--- config.mk ---
export PLATFORM = sky130hd
export DESIGN_NAME = majority_voter_pipe
export DESIGN_NICKNAME = d
export VERILOG_FILES = /design/src/rtl/majority_voter_pipe.sv
export SDC_FILE = /design/constraint.sdc
export NUM_CORES = 1
export LEC_CHECK = 0
export CAP_MARGIN = 20
export CORE_MARGIN = 2
export CORE_UTILIZATION = 45
export DETAILED_ROUTE_END_ITERATION = 12
export GPL_ROUTABILITY_DRIVEN = 0
export PLACE_DENSITY = 0.75
export SLEW_MARGIN = 20
export SYNTH_ARGS = -nofsm -noshare
export SYNTH_HDL_FRONTEND = slang
export SYNTH_SLANG_ARGS = --single-unit
--- constraint.sdc ---
create_clock -name clk -period 1.79 [get_ports clk]
set_clock_uncertainty 0.2 [all_clocks]
set_input_delay 0.358 -clock clk [delete_from_list [all_inputs] [get_ports clk]]
set_output_delay 0.358 -clock clk [all_outputs]
set_load 0.03 [all_outputs]
--- src/rtl/majority_voter_pipe.sv ---
// majority_voter_pipe
//   Two-stage pipelined N-way bitwise majority voter for W-bit words, with
//   per-channel saturating fault counters.
//
// Ports
//   clk            sole clock, rising edge
//   rst_n          asynchronous active-low reset
//   in_valid       in_data carries N redundant words
//   in_ready       block can accept a set of words this cycle
//   in_data        channel i at [i*W +: W]
//   out_valid      out_data / fault_mask / out_unanimous are valid
//   out_ready      consumer accepts the output
//   out_data       voted word
//   fault_mask     bit i set when channel i disagrees with out_data
//   out_unanimous  set when no channel disagrees
//   clr_cnt        synchronous clear of all fault counters
//   fault_cnt      channel i counter at [i*CNT_W +: CNT_W]
module majority_voter_pipe #(
    parameter int N     = 3,
    parameter int W     = 8,
    parameter int CNT_W = 8
) (
    input  logic               clk,
    input  logic               rst_n,
    input  logic               in_valid,
    output logic               in_ready,
    input  logic [N*W-1:0]     in_data,
    output logic               out_valid,
    input  logic               out_ready,
    output logic [W-1:0]       out_data,
    output logic [N-1:0]       fault_mask,
    output logic               out_unanimous,
    input  logic               clr_cnt,
    output logic [N*CNT_W-1:0] fault_cnt
);

    if ((N < 3) || ((N % 2) == 0)) begin : g_bad_n
        $error("majority_voter_pipe: N must be odd and at least 3");
    end

    localparam int              CW      = $clog2(N + 1);
    localparam logic [CW-1:0]   THRESH  = CW'((N + 1) / 2);
    localparam logic [CNT_W-1:0] CNT_MAX = '1;

    logic           s1_valid;
    logic [N*W-1:0] s1_data;
    logic           s2_load;
    logic           in_fire;
    logic           out_fire;
    logic [W-1:0]   vote;
    logic [N-1:0]   mask;
    logic [CW-1:0]  ones;

    // S2 refills whenever it is empty or being drained this cycle, so
    // in_ready depends on out_ready but never on in_valid.
    assign s2_load  = s1_valid && (!out_valid || out_ready);
    assign in_ready = !s1_valid || s2_load;
    assign in_fire  = in_valid && in_ready;
    assign out_fire = out_valid && out_ready;

    always_comb begin
        vote = '0;
        ones = '0;
        for (int b = 0; b < W; b++) begin
            ones = '0;
            for (int i = 0; i < N; i++) begin
                ones = ones + CW'(s1_data[i*W + b]);
            end
            vote[b] = (ones >= THRESH);
        end
    end

    always_comb begin
        mask = '0;
        for (int i = 0; i < N; i++) begin
            mask[i] = (s1_data[i*W +: W] != vote);
        end
    end

    always_ff @(posedge clk or negedge rst_n) begin
        if (!rst_n) begin
            s1_valid <= 1'b0;
            s1_data  <= '0;
        end else if (in_fire) begin
            s1_valid <= 1'b1;
            s1_data  <= in_data;
        end else if (s2_load) begin
            s1_valid <= 1'b0;
        end
    end

    always_ff @(posedge clk or negedge rst_n) begin
        if (!rst_n) begin
            out_valid     <= 1'b0;
            out_data      <= '0;
            fault_mask    <= '0;
            out_unanimous <= 1'b0;
        end else if (s2_load) begin
            out_valid     <= 1'b1;
            out_data      <= vote;
            fault_mask    <= mask;
            out_unanimous <= ~|mask;
        end else if (out_fire) begin
            out_valid     <= 1'b0;
        end
    end

    for (genvar i = 0; i < N; i++) begin : g_cnt
        logic [CNT_W-1:0] cnt_q;

        // Clear wins over a same-cycle increment; counters stick at max.
        always_ff @(posedge clk or negedge rst_n) begin
            if (!rst_n) begin
                cnt_q <= '0;
            end else if (clr_cnt) begin
                cnt_q <= '0;
            end else if (out_fire && fault_mask[i] && (cnt_q != CNT_MAX)) begin
                cnt_q <= cnt_q + CNT_W'(1);
            end
        end

        assign fault_cnt[i*CNT_W +: CNT_W] = cnt_q;
    end

endmodule

Word level (Yosys, flattened, before mapping)
Index checks and enable logic that the tools add are counted.
{"block": "word_totals", "regBits": 62, "in_bits": 29}
{"block": "classes", "add_sub_neg": 19, "magnitude_cmp": 8, "n_eq_ne": 6, "n_mux": 10, "n_reduce_logical": 20}
{"op": "$mux 8", "count": 6}
{"op": "$add 8x1->8 const B", "count": 3}
{"op": "$ne 8x8->1", "count": 3}
{"op": "$ne 8x8->1 const B", "count": 3}
{"op": "$add 1x1->2", "count": 8}
{"op": "$add 2x1->2", "count": 8}
{"op": "$ge 2x2->1 const B", "count": 8}
{"op": "$reduce_bool 2->1", "count": 5}
{"op": "$logic_and 1x1->1", "count": 9}
{"op": "$mux 1", "count": 4}
{"op": "$logic_not 1->1", "count": 3}
{"op": "$reduce_or 3->1", "count": 1}
{"op": "$logic_or 1x1->1", "count": 2}

Depth between registers and ports, before layout
{"block": "logic_depth", "depth_word": 6, "ltp_mapped": 6, "ltp_nobuf": 6}

Worst setup path before layout
OpenSTA, ideal clock, no wires.
{"block": "synth_path", "kind": "reg2reg", "startpoint": "register out_valid", "endpoint": "register s1_data[10]", "arrival_ns": 1.830, "required_ns": 1.465, "path_slack_ns": -0.365, "path_stages_with_launch": 5, "path_buffers": 1, "synth_period_minus_slack_ns": 2.155, "cell_sequence": "dfrtp_1 > nand3b_1 > nand2_1 > buf_2 > mux2_2"}
{"block": "synth_via", "elab_chain_len": 5}
{"element": "start: declaration", "line_no": "28", "rtl": "output logic out_valid,"}
{"element": "start signal: assignment", "line_no": "94", "rtl": "out_valid <= 1'b0;"}
{"element": "start signal: assignment", "line_no": "99", "rtl": "out_valid <= 1'b1;"}
{"element": "start signal: assignment", "line_no": "104", "rtl": "out_valid <= 1'b0;"}
{"element": "$logic_not 1->1", "line_no": "56", "rtl": "assign s2_load = s1_valid && (!out_valid || out_ready);"}
{"element": "$logic_or 1x1->1", "line_no": "56"}
{"element": "$logic_and 1x1->1", "line_no": "56"}
{"element": "$logic_or 1x1->1", "line_no": "57", "rtl": "assign in_ready = !s1_valid || s2_load;"}
{"element": "named net in_ready", "line_no": "26", "rtl": "output logic in_ready,"}
{"element": "$logic_and 1x1->1", "line_no": "58", "rtl": "assign in_fire = in_valid && in_ready;"}
{"element": "end signal: assignment", "line_no": "86", "rtl": "s1_data <= in_data;"}
{"element": "end: declaration", "line_no": "46", "rtl": "logic [N*W-1:0] s1_data;"}
The timed path passes the listed nets, and every way through them passes these cells.
A chain may end at the register's enable or synchronous reset.

Final worst setup path
{"block": "layout_path", "startpoint": "register s1_data[2]", "endpoint": "register out_unanimous"}
{"block": "layout_via", "elab_chain_len": 6, "elab_cells_between_ends": 8}
{"element": "$add 1x1->2", "line_no": "67", "rtl": "ones = ones + CW'(s1_data[i*W + b]);"}
{"element": "$add 2x1->2", "line_no": "67"}
{"element": "$ge 2x2->1", "line_no": "69", "rtl": "vote[b] = (ones >= THRESH);"}
{"element": "$ne 8x8->1", "line_no": "76", "rtl": "mask[i] = (s1_data[i*W +: W] != vote);"}
{"element": "$reduce_or 3->1 (*)", "line_no": "102", "rtl": "out_unanimous <= ~|mask;"}
{"element": "$logic_not 1->1 (*)", "line_no": "102"}
{"element": "end signal: assignment", "line_no": "102"}
{"element": "end: declaration", "line_no": "32", "rtl": "output logic out_unanimous,"}
Every way passes the cells marked *; elsewhere a longest branch is shown, timed or not.

==> impl_metrics.ini <==
[sta]
hold_violations = 0
drv_slew = 0
period_minus_slack_ns = 2.09
setup_viol = 4
rsz0062_at_grt = true
finalCritPeriodShare = 1.17
max_freq_ghz = 0.479
setup_slack_ns = -0.297
relSlewSlack = 0.772
fin_tns_setup_ns = -0.738
holdWs_ns = 0.240
worstMarginPinSlew_ns = 0.342

[finish]
area_growth_pct = 59.5
layout_commonest_cell = buf_4
antenna_cells = 0
drive_gt1_frac = 0.413
fin_util = 0.732
final_net_count = 454
final_cell_mix = 62 x buf_4, 52 x dfrtp_1, 35 x dlygate4sd2_1

[critical_path]
critPathCaptureType = register
cp_data_arrival_time_ns = 2.13
crit_path_max_incr_delay_ns = 0.39
cp-start-kind = register
worstSetupPathType = register to register
reg2reg_depth = 8
worstPathMaxFanout = 2
slowest_stage = dfrtp_1
path_cells = ha_1, a21oi_2, buf_4, xnor2_2, nor4_1, buf_4, nand2_1, o31ai_2
cp_common_cell = buf_4
crit_required_ns = 1.84

[clock_tree]
clk_latency_ns = 0.34
cts_max_level = 3
cts_buffers = 9
cts-root-buf = clkbuf_8
cts_tree = yes
cts.sinks = 62
clkTransAtPathRegs_ns = 0.07
clk_path_buf_depth = 2

[synthesis]
ys_types = 40
yosysSeqAreaShare = 0.506
synth_ff_type = dfrtp_1
postSynthCellCount = 271
async_reset_ff_frac = 1.00
yosys_register_bits = 62
ys_warn_count = 0
synth-edff-count = 0
synth_nets = 311
synth_area_mm2 = 0.00307
avgSynthCellArea_um2 = 11.3

[run]
maxCapViolCount = 0

[drt]
routedWlPerCell_um = 15.3
dr.pass1.iters = 4
wl_mm = 7.66
ant_nets = 0
route.vias.total = 2577
drt_iter0_drc = 62
viasPerCell = 5.16
drc_errors = 0

[place]
numPortBuffers = 66
dpl.hpwl_mm = 5.07

[floorplanning]
design.core.area_mm2 = 0.00668
io_pins = 67
fp.dieArea_mm2 = 0.00749
rows = 30
die_w_um = 86.6
initial_core_util = 0.459
die_h_um = 86.6

[global_routing]
grt_max_degree = 25
first_global_vias = 2489
grt-ovfl-total = 0
grt_antenna_before_repair = 0
grt_usage = 0.205
grt_pass1_wl_mm = 11.9

[power]
p_leak_nw = 2.16
power.density_mw_per_mm2 = 966
ir_worst_vdd_mv = 0.611

[outcome]
status = complete, but fails checks
violations = setup timing

[worst_hold_path]
hp-class = primary input to async pin
==> cells by family after synthesis <==
logic type / Yosys count / synth area share
XOR/XNOR: 35 / 0.0999
flip-flops: 62 / 0.506
buffers and inverters: 9 / 0.0118
AND/OR/NAND/NOR: 94 / 0.158
AO/OA/AOI/OAI: 33 / 0.0816
adder cells (fa/ha/maj): 11 / 0.0449
multiplexers: 27 / 0.0979
==> stage by stage <==
| stage | cells | cell area [um^2] | power (mW) | setup slack (ns) |
|---|---|---|---|---|
| finish | 499 | 4890 | 4.73 | -0.297 |
| global route | 499 | 4890 | 4.97 | -0.443 |
| CTS | 484 | 4630 | 4.51 | -0.238 |
| detailed placement | 463 | 4310 | 3.13 | -0.533 |
| global placement | 463 | 4310 | 3.11 | -0.376 |
| floorplan | 271 | 3160 | 2.47 | -0.0934 |
==> timing repair <==
item                                    4_1_cts  5_1_grt
gates resized for setup                      60       25
hold endpoints to repair                     50        0
endpoints found under the setup margin       46       17
buffers inserted                              4       16
hold buffers                                  1        0
pin swaps                                    13       23
==> Yosys cell counts, drive strengths merged (2+ instances only) <==
library cell  count  area share
inv               4      0.0049
a31oi             2      0.0041
nand2            18       0.023
buf               2      0.0033
xnor2            25       0.071
a41oi             2       0.014
xor2             10       0.029
ha               11       0.045
clkbuf            3      0.0037
mux2i             3      0.0098
o21ai            10       0.016
nand3             6       0.013
and2              2      0.0041
or3               2      0.0041
a21oi            11       0.022
o2111ai           3       0.011
and3              4      0.0090
nor4              4       0.010
nor3              4      0.0065
and4              2      0.0065
nand4             9       0.018
nand2b            9       0.018
nor3b             2      0.0049
nor2             31       0.038
dfrtp            62        0.51
mux2             24       0.088
==> critical path, delay by kind of cell (launching register included) <==
family | cells | cell delay [ns]
AO/OA/AOI/OAI | 2 | 0.42
XOR/XNOR | 1 | 0.06
adder cells (fa/ha/maj) | 1 | 0.33
buffers and inverters | 2 | 0.33
flip-flops | 1 | 0.39
AND/OR/NAND/NOR | 2 | 0.26
==> path summary, 6_finish.rpt <==
kind                                    startpoint                       endpoint  slack (ns)
max in group asynchronous                    rst_n         s1_data[1]$_DFFE_PN0P_        0.68
min reg2reg                out_data[0]$_DFFE_PN0P_        out_data[0]$_DFFE_PN0P_        0.28
max                         s1_data[2]$_DFFE_PN0P_      out_unanimous$_DFFE_PN0P_       -0.30
min in group clk           out_data[0]$_DFFE_PN0P_        out_data[0]$_DFFE_PN0P_        0.28
max reg2reg                 s1_data[2]$_DFFE_PN0P_      out_unanimous$_DFFE_PN0P_       -0.30
min                                          rst_n  g_cnt[0].cnt_q[3]$_DFFE_PN0P_        0.24
==> metal layers <==
layer	up-vias	GRT usage	routed length [um]
met5	-	0	0
met4	0	0.0810	157
met3	13	0.0400	261
met2	60	0.346	3950
met1	1259	0.259	3280
li1	1245	-	-
==> flip-flops by register name (all words and copies together) (netlist names) <==
| signal | flops |
|---|---|
| fault_mask | 3 |
| g_cnt.cnt_q | 24 |
| out_data | 8 |
| out_unanimous | 1 |
| out_valid | 1 |
| s1_data | 24 |
| s1_valid | 1 |
==> report_power, final <==
part / internal (mW) / switching [mW] / leakage [nW]
logic: 0.937 / 0.797 / 1.30
registers: 1.56 / 0.165 / 0.759
clock network: 0.713 / 0.551 / 0.106
==> final cells by class <==
class,count,area (um^2)
inverters,4,15.0
repair buffers,137,1210
flip-flops and latches,62,1560
fillers,482,1790
well taps,80,100
clock inverters,4,45.0
multi-input cells,200,1800
clock buffers,12,155
No activity file was read; power rests on OpenSTA's default activity.
